**src/rtl/fault_pkg.sv**
```systemverilog
// Shared types and constants for the fault-detection scheduler slice.
package fault_pkg;

  localparam int unsigned NUM_CH = 4;
  localparam int unsigned CH_W   = 2;
  localparam int unsigned SEV_W  = 3;

  localparam logic [SEV_W-1:0] SEV_NONE = 3'd0;
  localparam logic [SEV_W-1:0] SEV_LOW  = 3'd1;
  localparam logic [SEV_W-1:0] SEV_MED  = 3'd2;
  localparam logic [SEV_W-1:0] SEV_HIGH = 3'd3;
  localparam logic [SEV_W-1:0] SEV_CRIT = 3'd4;

  typedef enum logic [1:0] {
    IDLE   = 2'd0,
    SELECT = 2'd1,
    WAIT   = 2'd2,
    GAP    = 2'd3
  } state_t;

  // One-hot decode of a channel index.
  function automatic logic [NUM_CH-1:0] ch_onehot(input logic [CH_W-1:0] ch);
    logic [NUM_CH-1:0] oh;
    oh     = '0;
    oh[ch] = 1'b1;
    return oh;
  endfunction

endpackage

```
**src/rtl/fault_alarm_latch.sv**
```systemverilog
// Sticky alarm register: edge-detects datapath fault reports, keeps the
// highest-severity event until acknowledged.
module fault_alarm_latch
  import fault_pkg::*;
(
  input  logic             clk,
  input  logic             reset,
  input  logic [SEV_W-1:0] fault_sev,
  input  logic [CH_W-1:0]  fault_ch,
  input  logic             alarm_ack,
  output logic             alarm,
  output logic [SEV_W-1:0] alarm_sev,
  output logic [CH_W-1:0]  alarm_ch
);

  logic [SEV_W-1:0] prev_sev;
  logic [CH_W-1:0]  prev_ch;
  logic             new_evt;
  logic             load;

  // A report is new when it is non-zero and differs from last cycle's report.
  assign new_evt = (fault_sev != SEV_NONE) &&
                   ({fault_sev, fault_ch} != {prev_sev, prev_ch});

  // Load on an idle alarm, a strictly higher severity, or an ack racing the event.
  assign load = new_evt && (!alarm || (fault_sev > alarm_sev) || alarm_ack);

  // Alarm register with event-over-ack priority.
  always_ff @(posedge clk) begin
    if (!reset) begin
      prev_sev  <= SEV_NONE;
      prev_ch   <= '0;
      alarm     <= 1'b0;
      alarm_sev <= SEV_NONE;
      alarm_ch  <= '0;
    end else begin
      prev_sev <= fault_sev;
      prev_ch  <= fault_ch;
      if (load) begin
        alarm     <= 1'b1;
        alarm_sev <= fault_sev;
        alarm_ch  <= fault_ch;
      end else if (alarm_ack) begin
        alarm     <= 1'b0;
        alarm_sev <= SEV_NONE;
        alarm_ch  <= '0;
      end
    end
  end

endmodule

```
**src/rtl/fault_scan_sched.sv**
```systemverilog
// Round-robin burst scheduler feeding the fault datapath, plus alarm front-end.
module fault_scan_sched
  import fault_pkg::NUM_CH;
  import fault_pkg::CH_W;
  import fault_pkg::SEV_W;
  import fault_pkg::state_t;
  import fault_pkg::ch_onehot;
#(
  parameter int unsigned DATA_W  = 8,
  parameter int unsigned BURST   = 4,
  parameter int unsigned GAP     = 0,
  parameter int unsigned TIMEOUT = 255
) (
  input  logic                     clk,
  input  logic                     reset,
  input  logic                     enable,
  input  logic [NUM_CH-1:0]        ch_valid,
  input  logic [NUM_CH*DATA_W-1:0] ch_data,
  output logic [NUM_CH-1:0]        ch_ready,
  output logic [DATA_W-1:0]        r0,
  output logic [CH_W-1:0]          check,
  output logic                     smp_vld,
  input  logic [SEV_W-1:0]         fault_sev,
  input  logic [CH_W-1:0]          fault_ch,
  output logic                     alarm,
  output logic [SEV_W-1:0]         alarm_sev,
  output logic [CH_W-1:0]          alarm_ch,
  input  logic                     alarm_ack,
  output logic [7:0]               skip_cnt
);

  localparam int unsigned BW = (BURST > 1) ? $clog2(BURST + 1) : 1;
  localparam int unsigned TW = 8;
  localparam int unsigned GW = 4;

  // After a visit ends, go through the gap only when one is configured.
  localparam state_t LEAVE_ST = (GAP > 0) ? fault_pkg::GAP : fault_pkg::SELECT;

  state_t            state;
  logic [CH_W-1:0]   ptr;
  logic [CH_W-1:0]   cur;
  logic [BW-1:0]     burst_cnt;
  logic [TW-1:0]     tmo_cnt;
  logic [GW-1:0]     gap_cnt;
  logic [DATA_W-1:0] cur_data;
  logic              xfer;
  logic              burst_done;
  logic              tmo_hit;
  logic              gap_last;

  // Only the channel being visited is offered ready, and only while waiting.
  always_comb begin
    ch_ready = '0;
    if (state == fault_pkg::WAIT) begin
      ch_ready = ch_onehot(cur);
    end
  end

  assign cur_data   = ch_data[32'(cur) * DATA_W +: DATA_W];
  assign xfer       = ch_valid[cur] && ch_ready[cur];
  assign burst_done = xfer && (burst_cnt == BW'(BURST - 1));
  assign tmo_hit    = (state == fault_pkg::WAIT) && !xfer &&
                      (tmo_cnt == TW'(TIMEOUT - 1));
  assign gap_last   = (gap_cnt == GW'(GAP - 1));

  // Scheduler FSM with registered sample issue and skip counter.
  always_ff @(posedge clk) begin
    if (!reset) begin
      state     <= fault_pkg::IDLE;
      ptr       <= '0;
      cur       <= '0;
      burst_cnt <= '0;
      tmo_cnt   <= '0;
      gap_cnt   <= '0;
      r0        <= '0;
      check     <= '0;
      smp_vld   <= 1'b0;
      skip_cnt  <= '0;
    end else begin
      smp_vld <= xfer;
      if (xfer) begin
        r0    <= cur_data;
        check <= cur;
      end

      case (state)
        fault_pkg::IDLE: begin
          if (enable) begin
            state <= fault_pkg::SELECT;
          end
        end

        fault_pkg::SELECT: begin
          cur       <= ptr;
          burst_cnt <= '0;
          tmo_cnt   <= '0;
          state     <= enable ? fault_pkg::WAIT : fault_pkg::IDLE;
        end

        fault_pkg::WAIT: begin
          if (xfer) begin
            burst_cnt <= burst_cnt + BW'(1);
            tmo_cnt   <= '0;
            if (burst_done) begin
              ptr     <= ptr + CH_W'(1);
              gap_cnt <= '0;
              state   <= LEAVE_ST;
            end
          end else begin
            tmo_cnt <= tmo_cnt + TW'(1);
            if (tmo_hit) begin
              ptr     <= ptr + CH_W'(1);
              gap_cnt <= '0;
              state   <= LEAVE_ST;
              if (skip_cnt != 8'hFF) begin
                skip_cnt <= skip_cnt + 8'd1;
              end
            end
          end
        end

        fault_pkg::GAP: begin
          if (!enable) begin
            gap_cnt <= '0;
            state   <= fault_pkg::IDLE;
          end else if (gap_last) begin
            gap_cnt <= '0;
            state   <= fault_pkg::SELECT;
          end else begin
            gap_cnt <= gap_cnt + GW'(1);
          end
        end

        default: state <= fault_pkg::IDLE;
      endcase
    end
  end

  fault_alarm_latch u_alarm (
    .clk       (clk),
    .reset     (reset),
    .fault_sev (fault_sev),
    .fault_ch  (fault_ch),
    .alarm_ack (alarm_ack),
    .alarm     (alarm),
    .alarm_sev (alarm_sev),
    .alarm_ch  (alarm_ch)
  );

endmodule

```
**config.mk**
```make
export PLATFORM = sky130hd
export DESIGN_NAME = fault_scan_sched
export DESIGN_NICKNAME = d
export VERILOG_FILES = /design/src/rtl/fault_pkg.sv /design/src/rtl/fault_alarm_latch.sv /design/src/rtl/fault_scan_sched.sv
export SDC_FILE = /design/constraint.sdc
export NUM_CORES = 1
export LEC_CHECK = 0
export ABC_AREA = 1
export CAP_MARGIN = 25
export CORE_MARGIN = 3
export CORE_UTILIZATION = 44
export DETAILED_ROUTE_END_ITERATION = 10
export GPL_TIMING_DRIVEN = 0
export MAX_ROUTING_LAYER = met4
export PLACE_DENSITY = 0.77
export SLEW_MARGIN = 25
export SYNTH_ARGS = -nofsm -noshare
export SYNTH_HDL_FRONTEND = slang
export SYNTH_HIERARCHICAL = 1
export SYNTH_SLANG_ARGS = --single-unit
```
**constraint.sdc**
```tcl
create_clock -name clk -period 1.46 [get_ports clk]
set_input_delay 0.219 -clock clk [delete_from_list [all_inputs] [get_ports clk]]
set_output_delay 0.219 -clock clk [all_outputs]
set_load 0.1 [all_outputs]
```
Yosys cells after proc, flatten, opt, wreduce, memory -nomap -nowiden
Index checks and enable logic that the tools add are counted.

operators by class
  reduce and logical (&&, ||, !) cells = 22
  equality and inequality tests = 14
  $lt $le $gt $ge = 3
  bitwise logic cells = 1
  add/sub/neg operators = 5
  multiplexer cells = 34
  shift-type cells = 1

operators with widths
  operator               count
  $shiftx A32 B6 Y8      1
  $mux W2                12
  $mux W4                6
  $add A8 B1 Y8 const B  2
  $pmux W8 S2            1
  $mux W3                3
  $ne A3 B3 Y1 const B   3
  $eq A8 B8 Y1 const B   1
  $mux W8                1
  $ne A8 B8 Y1 const B   1
  $pmux W2 S4            1
  $pmux W4 S2            1
  $reduce_and A4 Y1      2
  $reduce_bool A2 Y1     4
  $logic_and A1 B1 Y1    7
  $pmux W3 S2            1
  $reduce_and A3 Y1      2
  $mux W1                5
  $ne A5 B5 Y1           1
  $add A4 B1 Y4 const B  1
  $bmux W1 S2            2
  $eq A2 B2 Y1 const B   2
  $eq A4 B4 Y1 const B   1
  $ne A2 B2 Y1 const B   2
  other kinds (15)       17

storage, ports and cells
  bits of input ports = 45
  register bits = 51

Depth between registers and ports, before layout
  depth after elaboration = 14
  mapped depth = 12
  gate-level depth less buffers = 12

Modules after synthesis
The synthesis kept the hierarchy.

modules (own cells, without submodules)
  module             seq. area each (um^2)  area an instance (um^2)  cells each  instances
  fault_scan_sched   800.8                  2,189.6                  310         1
  fault_alarm_latch  220.2                  586.8                    89          1

Worst setup path before layout
Ideal clock, no wire load.

  path type = reg2out
  from = register cur[0]
  to = output port ch_ready[1]
  data arrival time = 2.893 ns
  stages on the path, launching flop included = 5
  setup slack = -1.652 ns
  required time = 1.241 ns
  buffers on the path = 2
  cells stage by stage = dfxtp_1 inv_2 clkbuf_1 clkbuf_1 nor3_1

between the ends
  word-level cells in the longest chain between the ends = 5
  elaborated cells on any way between the ends = 6
  classes of those cells = order compare (2); mux (3); reduce/logical (1)

ends and longest elaborated chain
  item                                                                       line                    text
  start, declared                                                            fault_scan_sched.sv:41  logic [CH_W-1:0] cur;
  start signal, assigned                                                     fault_scan_sched.sv:94  cur <= ptr;
  $lt A2 B3 Y1 (implied by the code) / $ge A2 B1 Y1 (equally long branches)  fault_pkg.sv:25         oh[ch] = 1'b1;
  $logic_and A1 B1 Y1 (implied by the code)                                  fault_pkg.sv:25
  $mux W1 (implied by the code)                                              fault_pkg.sv:25
  $demux W1 S2 (*)                                                           fault_pkg.sv:25
  $mux W4 (*)                                                                fault_scan_sched.sv:54  if (state == fault_pkg::WAIT) begin
  end, declared                                                              fault_scan_sched.sv:19  output logic [NUM_CH-1:0] ch_ready,

Mark *: on every way between the ends. The rest lies on a longest branch, timed or not.

Worst setup path after layout
  from = register state[0]
  to = register tmo_cnt[7]

between the ends
  word-level cells in the longest chain between the ends = 7
  elaborated cells on any way between the ends = 9
  classes of those cells = eq/ne (2); mux (5); reduce/logical (2)

ends and longest elaborated chain
  item                           line                                            text
  start, declared                fault_scan_sched.sv:39                          state_t state;
  start signal, assigned         fault_scan_sched.sv:69                          state <= fault_pkg::IDLE;
  start signal, assigned         fault_scan_sched.sv:89                          state <= fault_pkg::SELECT;
  start signal, assigned         fault_scan_sched.sv:97                          state <= enable ? fault_pkg::WAIT : fault_pkg::IDLE;
  $eq A2 B2 Y1                   fault_scan_sched.sv:54, fault_scan_sched.sv:86
  $mux W4                        fault_scan_sched.sv:54
  $bmux W1 S2                    fault_scan_sched.sv:60                          assign xfer = ch_valid[cur] && ch_ready[cur];
  $mux W1 (implied by the code)  fault_scan_sched.sv:60
  $logic_and A1 B1 Y1            fault_scan_sched.sv:60
  $mux W8                        fault_scan_sched.sv:101                         if (xfer) begin
  $pmux W8 S2                    fault_scan_sched.sv:86                          case (state)
  end signal, assigned           fault_scan_sched.sv:110                         tmo_cnt <= tmo_cnt + TW'(1);
  end, declared                  fault_scan_sched.sv:43                          logic [TW-1:0] tmo_cnt;

Parallel ways exist; a longest one is shown, timed or not. The select of a mux whose other input is x is not followed.
A chain may end at the register's enable or synchronous reset.

==> results.txt <==
- For the worst flop-to-flop path, the logic depth is 10.
* Die Height: 85.4 µm
- The tightest min-delay check is of the input pin to flop type.
- Global-route wire length before repair: 13.8 mm
- Worst-case headroom to the max-slew limit: 58.6%
- Final core utilization: 73.7%
* Share of the yosys chip area belonging to registers: 36.8%
- In this run, the clock network consumes 16.9% of the power.
- Post-layout minimum cycle time: 1.62 ns
* Max-slew violation total from the final report: 0
- Total leakage power: 1.99 nW
* Required time reported for the critical path endpoint: 1.65 ns
- Largest net degree at the start of global routing: 20
* Vias per inst: 5.42
* Final setup violation count: 34
- Count of cell types in the netlist: 32
* Count of yosys warnings during synthesis: 6
* Initial cell density of the core: 46.1%
* Post-synthesis register bit count: 51
* Max Buffers Root-to-Sink: 2
* Routability congestion estimate from global placement: 0.822
- CTS Buf Count: 5
- Routed WL per cell: 15.2 µm
* Area growth from synthesis to layout: 59.9%
* Mapped Cells: 399
- Number of top-level pins: 74
- Final routed DRC violation total: 0
* Number of maximum-capacitance violations: 0
- The routed layout has 3197 vias.
- After the last flow step, the layout net total stands at 573.
* Combinational power share: 54.4%
* HPWL after DPL: 5.36 mm
* Capture endpoint of the worst hold path: u_alarm/prev_sev[0]$_SDFF_PN0_
- Hold violation total from the final report: 0
- Clk_skew: 0.0113 ns
- Initial antenna violation count: 0
- Critical Path Source Type: flop
- Worst Max-Slew Pin Slew: 0.621 ns
- The analysis attributes to net switching a power of 0.00268 W.
* Sum Neg Setup Slack: -1.31 ns
* Share of the cycle needed by the critical path after routing: 111%
- TritonCTS built the clock tree.
- The clock drives 51 sinks.
- Chip width: 85.4 µm
- Sequential cells account for 28.7% of the total power.
* Unrepaired setup endpoints after global routing: yes
* Routed Antenna Nets: 0
- Across all setup checks in the final design, the least slack found is -0.159 ns.
- After clock tree synthesis, the clock-pin slew on the worst setup and hold paths is 0.09 ns.
* First-pass detailed-route iteration total: 4
* Share of final-layout standard cells stronger than drive strength 1: 32.8%
- Static timing analysis puts the maximum clock frequency at 618 MHz.
- Maximum level of the CTS H-tree: 2
* Hold path depth: 3
* Antenna fix cells: 0
- At the placement stage, the worst setup path has a slack of -0.810 ns.
* Maximum net fanout on the critical path: 4
* Cell area power density: 1380 mW/mm²
- Worst min-delay path startpoint: fault_sev[0]
* Status: finished, violations left
* Data arrival time of the critical path: 1.81 ns
- The startpoint identified for the worst register-to-register timing path is state[0]$_SDFFE_PN0P_.
* Mapped Area: 0.00278 mm²
* Syn nets: 458
* Floorplan die area: 0.00730 mm²
* Port Buffers: 73
- Net switching is 43.7% of the power.
- Pint: 0.00344 W
* Worst setup path category: flop to flop
- The worst-case IR drop observed on VDD is 0.000776 V.
* Final wirelength: 8.96 mm
- Avg Cell Area, Syn: 6.96 µm²
- R2R setup slack: -0.16 ns
- Row generation in the floorplan step produced 28 rows.
- For this run, the number of standard cells in the final layout without fillers is 590.
- The cell sitting at the root of the clock tree is a sky130_fd_sc_hd__clkbuf_8.
* Failing checks: setup timing
- In this run the worst setup path begins at state[0]$_SDFFE_PN0P_.
* Via count of the first global-routing pass: 2996
* Number of hold buffers added after cts: 0
- Placeable core region: 0.00603 mm²
- For the worst-skew pair, the clock arrives at the later sink with an insertion delay of 0.31 ns.
- Initial drt markers: 168
* Power Total: 0.00612 W
- Summed over all layers, the global routing overflow is 0.
- After detailed placement, the design holds a cell count of 547.
- Critical Path End Type: flop
- The endpoint identified for the worst register-to-register timing path is tmo_cnt[7]$_SDFFE_PN0P_.
* Global Route Usage Sum: 23.8%
==> power groups by stage <==
stage,clock network (W),registers (W),logic [W]
final,0.00103,0.00176,0.00333
after global routing,0.00112,0.00178,0.00354
after CTS,0.00104,0.00173,0.00283
after detailed placement,0,0.00175,0.00244
after global placement,0,0.00174,0.00242
after floorplan,0,0.00227,0.00133
==> metrics by stage <==
stage          area (µm²)  hold slack, ns
2_1_floorplan        2960           0.331
3_3_place_gp         3790           0.451
3_5_place_dp         3790           0.460
4_1_cts              4280           0.452
5_1_grt              4440           0.242
6_report             4440           0.227
==> timing repair <==
action / in CTS / in global routing
hold endpoints to repair: 0 / 0
gates resized for setup: 160 / 73
pin swaps: 20 / 20
endpoints found under the setup margin: 61 / 70
buffers inserted: 21 / 16
gates cloned: 1 / 0
==> kinds of logic after synthesis <==
logic type / after synthesis / synth area share (%)
AO/OA/AOI/OAI: 70 / 14.0
AND/OR/NAND/NOR: 191 / 30.8
adder cells (fa/ha/maj): 14 / 6.31
XOR/XNOR: 11 / 3.47
buffers and inverters: 62 / 8.65
flip-flops: 51 / 36.8
==> critical path, stage by stage, from the launching register on <==
cell,delay [ns]
sky130_fd_sc_hd__dfxtp_2,0.36
sky130_fd_sc_hd__inv_4,0.05
sky130_fd_sc_hd__buf_6,0.11
sky130_fd_sc_hd__ha_4,0.28
sky130_fd_sc_hd__inv_4,0.05
sky130_fd_sc_hd__nor2_4,0.15
sky130_fd_sc_hd__nand3_4,0.11
sky130_fd_sc_hd__nor2_4,0.12
sky130_fd_sc_hd__nand2_2,0.06
sky130_fd_sc_hd__xor2_1,0.15
sky130_fd_sc_hd__nor2_1,0.05
==> sequential cells by signal, indices dropped and copies added, names as in the netlist <==
register	cells
r0	8
skip_cnt	8
tmo_cnt	8
gap_cnt	4
burst_cnt	3
u_alarm/alarm_sev	3
u_alarm/prev_sev	3
check	2
cur	2
ptr	2
state	2
u_alarm/alarm_ch	2
u_alarm/prev_ch	2
smp_vld	1
u_alarm/alarm	1
==> layer usage <==
layer  GRT usage [%]  part of all wire, %
met5               -                    0
met4            8.49                  3.9
met3            3.98                  4.7
met2            42.2                   52
met1            26.7                   39
==> Yosys cell counts <==
cell type / number / area (µm²)
sky130_fd_sc_hd__and3_1: 2 / 12.5
sky130_fd_sc_hd__a21boi_0: 1 / 7.51
sky130_fd_sc_hd__nor3b_1: 2 / 15.0
sky130_fd_sc_hd__clkbuf_1: 8 / 30.0
sky130_fd_sc_hd__nand3_2: 3 / 30.0
sky130_fd_sc_hd__o21ai_0: 6 / 30.0
sky130_fd_sc_hd__or2_1: 1 / 6.26
sky130_fd_sc_hd__nor2_2: 1 / 6.26
sky130_fd_sc_hd__and2_4: 1 / 8.76
sky130_fd_sc_hd__inv_2: 5 / 18.8
sky130_fd_sc_hd__a31oi_1: 17 / 106
sky130_fd_sc_hd__nand3_1: 26 / 130
sky130_fd_sc_hd__xor2_1: 8 / 70.1
sky130_fd_sc_hd__a21oi_1: 34 / 170
sky130_fd_sc_hd__ha_1: 14 / 175
sky130_fd_sc_hd__buf_4: 1 / 7.51
sky130_fd_sc_hd__o21ai_1: 10 / 50.1
sky130_fd_sc_hd__nor3_1: 6 / 30.0
sky130_fd_sc_hd__inv_1: 43 / 161
sky130_fd_sc_hd__clkinv_1: 1 / 3.75
sky130_fd_sc_hd__a21oi_4: 1 / 16.3
sky130_fd_sc_hd__nand2_2: 2 / 12.5
sky130_fd_sc_hd__nand3_4: 1 / 17.5
sky130_fd_sc_hd__o21ai_2: 1 / 8.76
sky130_fd_sc_hd__nand4_1: 12 / 75.1
sky130_fd_sc_hd__dfxtp_1: 51 / 1020
sky130_fd_sc_hd__buf_2: 3 / 15.0
sky130_fd_sc_hd__xnor2_1: 3 / 26.3
sky130_fd_sc_hd__nor2_1: 32 / 120
sky130_fd_sc_hd__nand2_1: 100 / 375
sky130_fd_sc_hd__nand3b_1: 2 / 15.0
sky130_fd_sc_hd__buf_1: 1 / 3.75
==> how the worst max path moves through the flow <==
stage,depth (start not counted),end,slack (ns)
finish,10,tmo_cnt[7]$_SDFFE_PN0P_,-0.16
detailed placement,4,ch_ready[1],-0.81
CTS,5,ch_ready[1],-0.15
global placement,4,ch_ready[1],-0.80
global route,10,tmo_cnt[7]$_SDFFE_PN0P_,-0.27
floorplan,4,ch_ready[3],-0.23
==> layout by cell type, fill, tap and decap left out, types with 16 or more instances in the layout <==
cell / Yosys / layout
sky130_fd_sc_hd__a21oi_1: 34 / 29
sky130_fd_sc_hd__a31oi_1: 17 / 16
sky130_fd_sc_hd__buf_2: 3 / 16
sky130_fd_sc_hd__buf_4: 1 / 29
sky130_fd_sc_hd__clkdlybuf4s50_1: 0 / 41
sky130_fd_sc_hd__dfxtp_1: 51 / 32
sky130_fd_sc_hd__inv_1: 43 / 36
sky130_fd_sc_hd__nand2_1: 100 / 88
sky130_fd_sc_hd__nand3_1: 26 / 21
sky130_fd_sc_hd__nor2_1: 32 / 27
==> area by class of cell <==
| type | count | area [µm²] |
|---|---|---|
| sequential | 51 | 1070 |
| multi-input combinational | 287 | 1840 |
| fill | 444 | 1590 |
| tap | 75 | 93.8 |
| clock buffer | 6 | 82.6 |
| clock inverter | 2 | 35.0 |
| buffer | 12 | 108 |
| timing repair buffer | 108 | 1000 |
| inverter | 49 | 204 |
Power figures use the tool's default switching activity.
==> RTL edit, RTL diff (config.mk and constraints unchanged) <==
The localparam `GW` goes from 4 to 2.
--- a/src/rtl/fault_scan_sched.sv
+++ b/src/rtl/fault_scan_sched.sv
@@ -31,7 +31,7 @@
 
   localparam int unsigned BW = (BURST > 1) ? $clog2(BURST + 1) : 1;
   localparam int unsigned TW = 8;
-  localparam int unsigned GW = 4;
+  localparam int unsigned GW = 2;
 
   // After a visit ends, go through the gap only when one is configured.
   localparam state_t LEAVE_ST = (GAP > 0) ? fault_pkg::GAP : fault_pkg::SELECT;
Function: same outputs for any inputs over 10 cycles, from zero or initial values and one cycle with reset low; that may be too few to reach the edited logic, so the function may still have changed.
==> RTL edit against the original RTL <==
The flow still finishes with violations (negative setup slack). Design area is 1.3% lower. Sequential cell count down 2. Synthesized cell count grew 2.0%. Combinational power rose by 11%. Fmax up 4.8%. Area after synthesis up 1.9%. Routed wire length down 10%. Setup slack improved by 0.074 ns. Total power decreased by 0.38%. Clock skew down 0.0039 ns. Critical endpoint is now ch_ready[3]. Largest cell class unchanged.
==> RTL edit: results (changes against the original RTL) <==
* Routed wl met2 at 4380 um (-6.1%)
* Share of layout cells above drive strength 1 at 0.348 (+0.0195)
* Register area share after synthesis at 0.347 (-0.0210)
* Worst R2R Start: cur[1]
* Gr usage total at 0.209 (-0.0283)
* Area after DPL at 3810 um^2 (+0.66%)
* First-pass GRT wire length at 12500 um (-9.5%)
* Synthesized net count at 465 (+1.5%)
* Static Leakage at 1.97 nW (-1.1%)
* Setup Skew at 0.00743 ns (-0.00388 ns)
* Most frequent cells after synthesis: nand2_1, dfxtp_1, inv_1
* # resized after CTS at 142 (-11%)
* CP Max Fanout at 5 (+1)
* Rel. slew slack at 0.624 (+0.0381)
* Comb pwr at 3.69 mW (+11%)
* Outcome: finished, violations left
* Vias per Instance at 5.07 (-6.5%)
* DRT met1 WL at 3330 um (-5.4%)
* Worst Slack Setup Final at -0.0841 ns (+0.0744 ns)
* Largest stage delay on the critical path at 0.34 ns (-0.02 ns)
* Crit-path leading delay family: flip-flops
* Power Clock at 0.777 mW (-25%)
* Num Clock Sinks at 49 (-3.9%)
* Core Util, Final at 0.723 (-0.0135)
* Filler instances at 464 (+4.5%)
* Comb power frac at 0.606 (+0.062)
* GP Congestion at 0.830 (+0.92%)
* 1st-iter DRT viols at 107 (-36%)
* DP Worst Slack at -0.843 ns (-0.0333 ns)
* Failing checks: negative setup slack
* Met3 WL at 322 um (-24%)
* Post-CTS setup buffer count at 13 (-38%)
* Final setup fails at 13 (-62%)
* Wire per inst at 13.7 um (-9.8%)
* Synth Instances at 407 (+2.0%)
* Cells taking the most area after synthesis: dfxtp_1, nand2_1, a21oi_1, inv_1, ha_1
* Xor-xnor portion of the synthesized cell area at 0.0372 (+0.00245)
* Number of global-route vias before repair at 2852 (-4.8%)
* Detailed placer's ending HPWL at 5590 um (+4.3%)
* Area share of fa/ha/maj cells after synthesis at 0.0575 (-0.00559)
* Compound-cell area share of the yosys netlist at 0.135 (-0.00481)
* Final wirelength at 8040 um (-10%)
* Placed instance count at 555 (+1.5%)
* Pin count of the biggest net entering global routing at 15 (-25%)
RTL edit: cell types whose count changed in the layout (fill, tap and decap cells not counted), sizes merged, moves of 2 or more:
cell | before | now
nand2 | 102 | 129
a21oi | 35 | 46
clkdlybuf4s15 | 3 | 5
nor2 | 33 | 28
and3 | 2 | 0
a31oi | 17 | 0
clkbuf | 11 | 9
nand3 | 31 | 34
nand4 | 12 | 6
dfxtp | 51 | 49
buf | 61 | 48
inv | 48 | 50
RTL edit: final timing paths:
path | slack (ns) | endpoint | depth (start not counted)
worst min-delay path | 0.24 | u_alarm/prev_sev[0] | 3
worst max-delay path | -0.08 | ch_ready[3] | 5
worst min register to register | 0.47 | r0[1] | 2
worst max register to register | -0.04 | skip_cnt[0] | 9
RTL edit: layout make-up:
type / instances / share of cell area
timing repair buffer: 97 / 0.212
clock buffer: 6 / 0.0166
clock inverter: 2 / 0.00228
sequential: 49 / 0.235
buffer: 10 / 0.0265
tap: 75 / 0.0214
inverter: 51 / 0.0491
multi-input combinational: 297 / 0.436
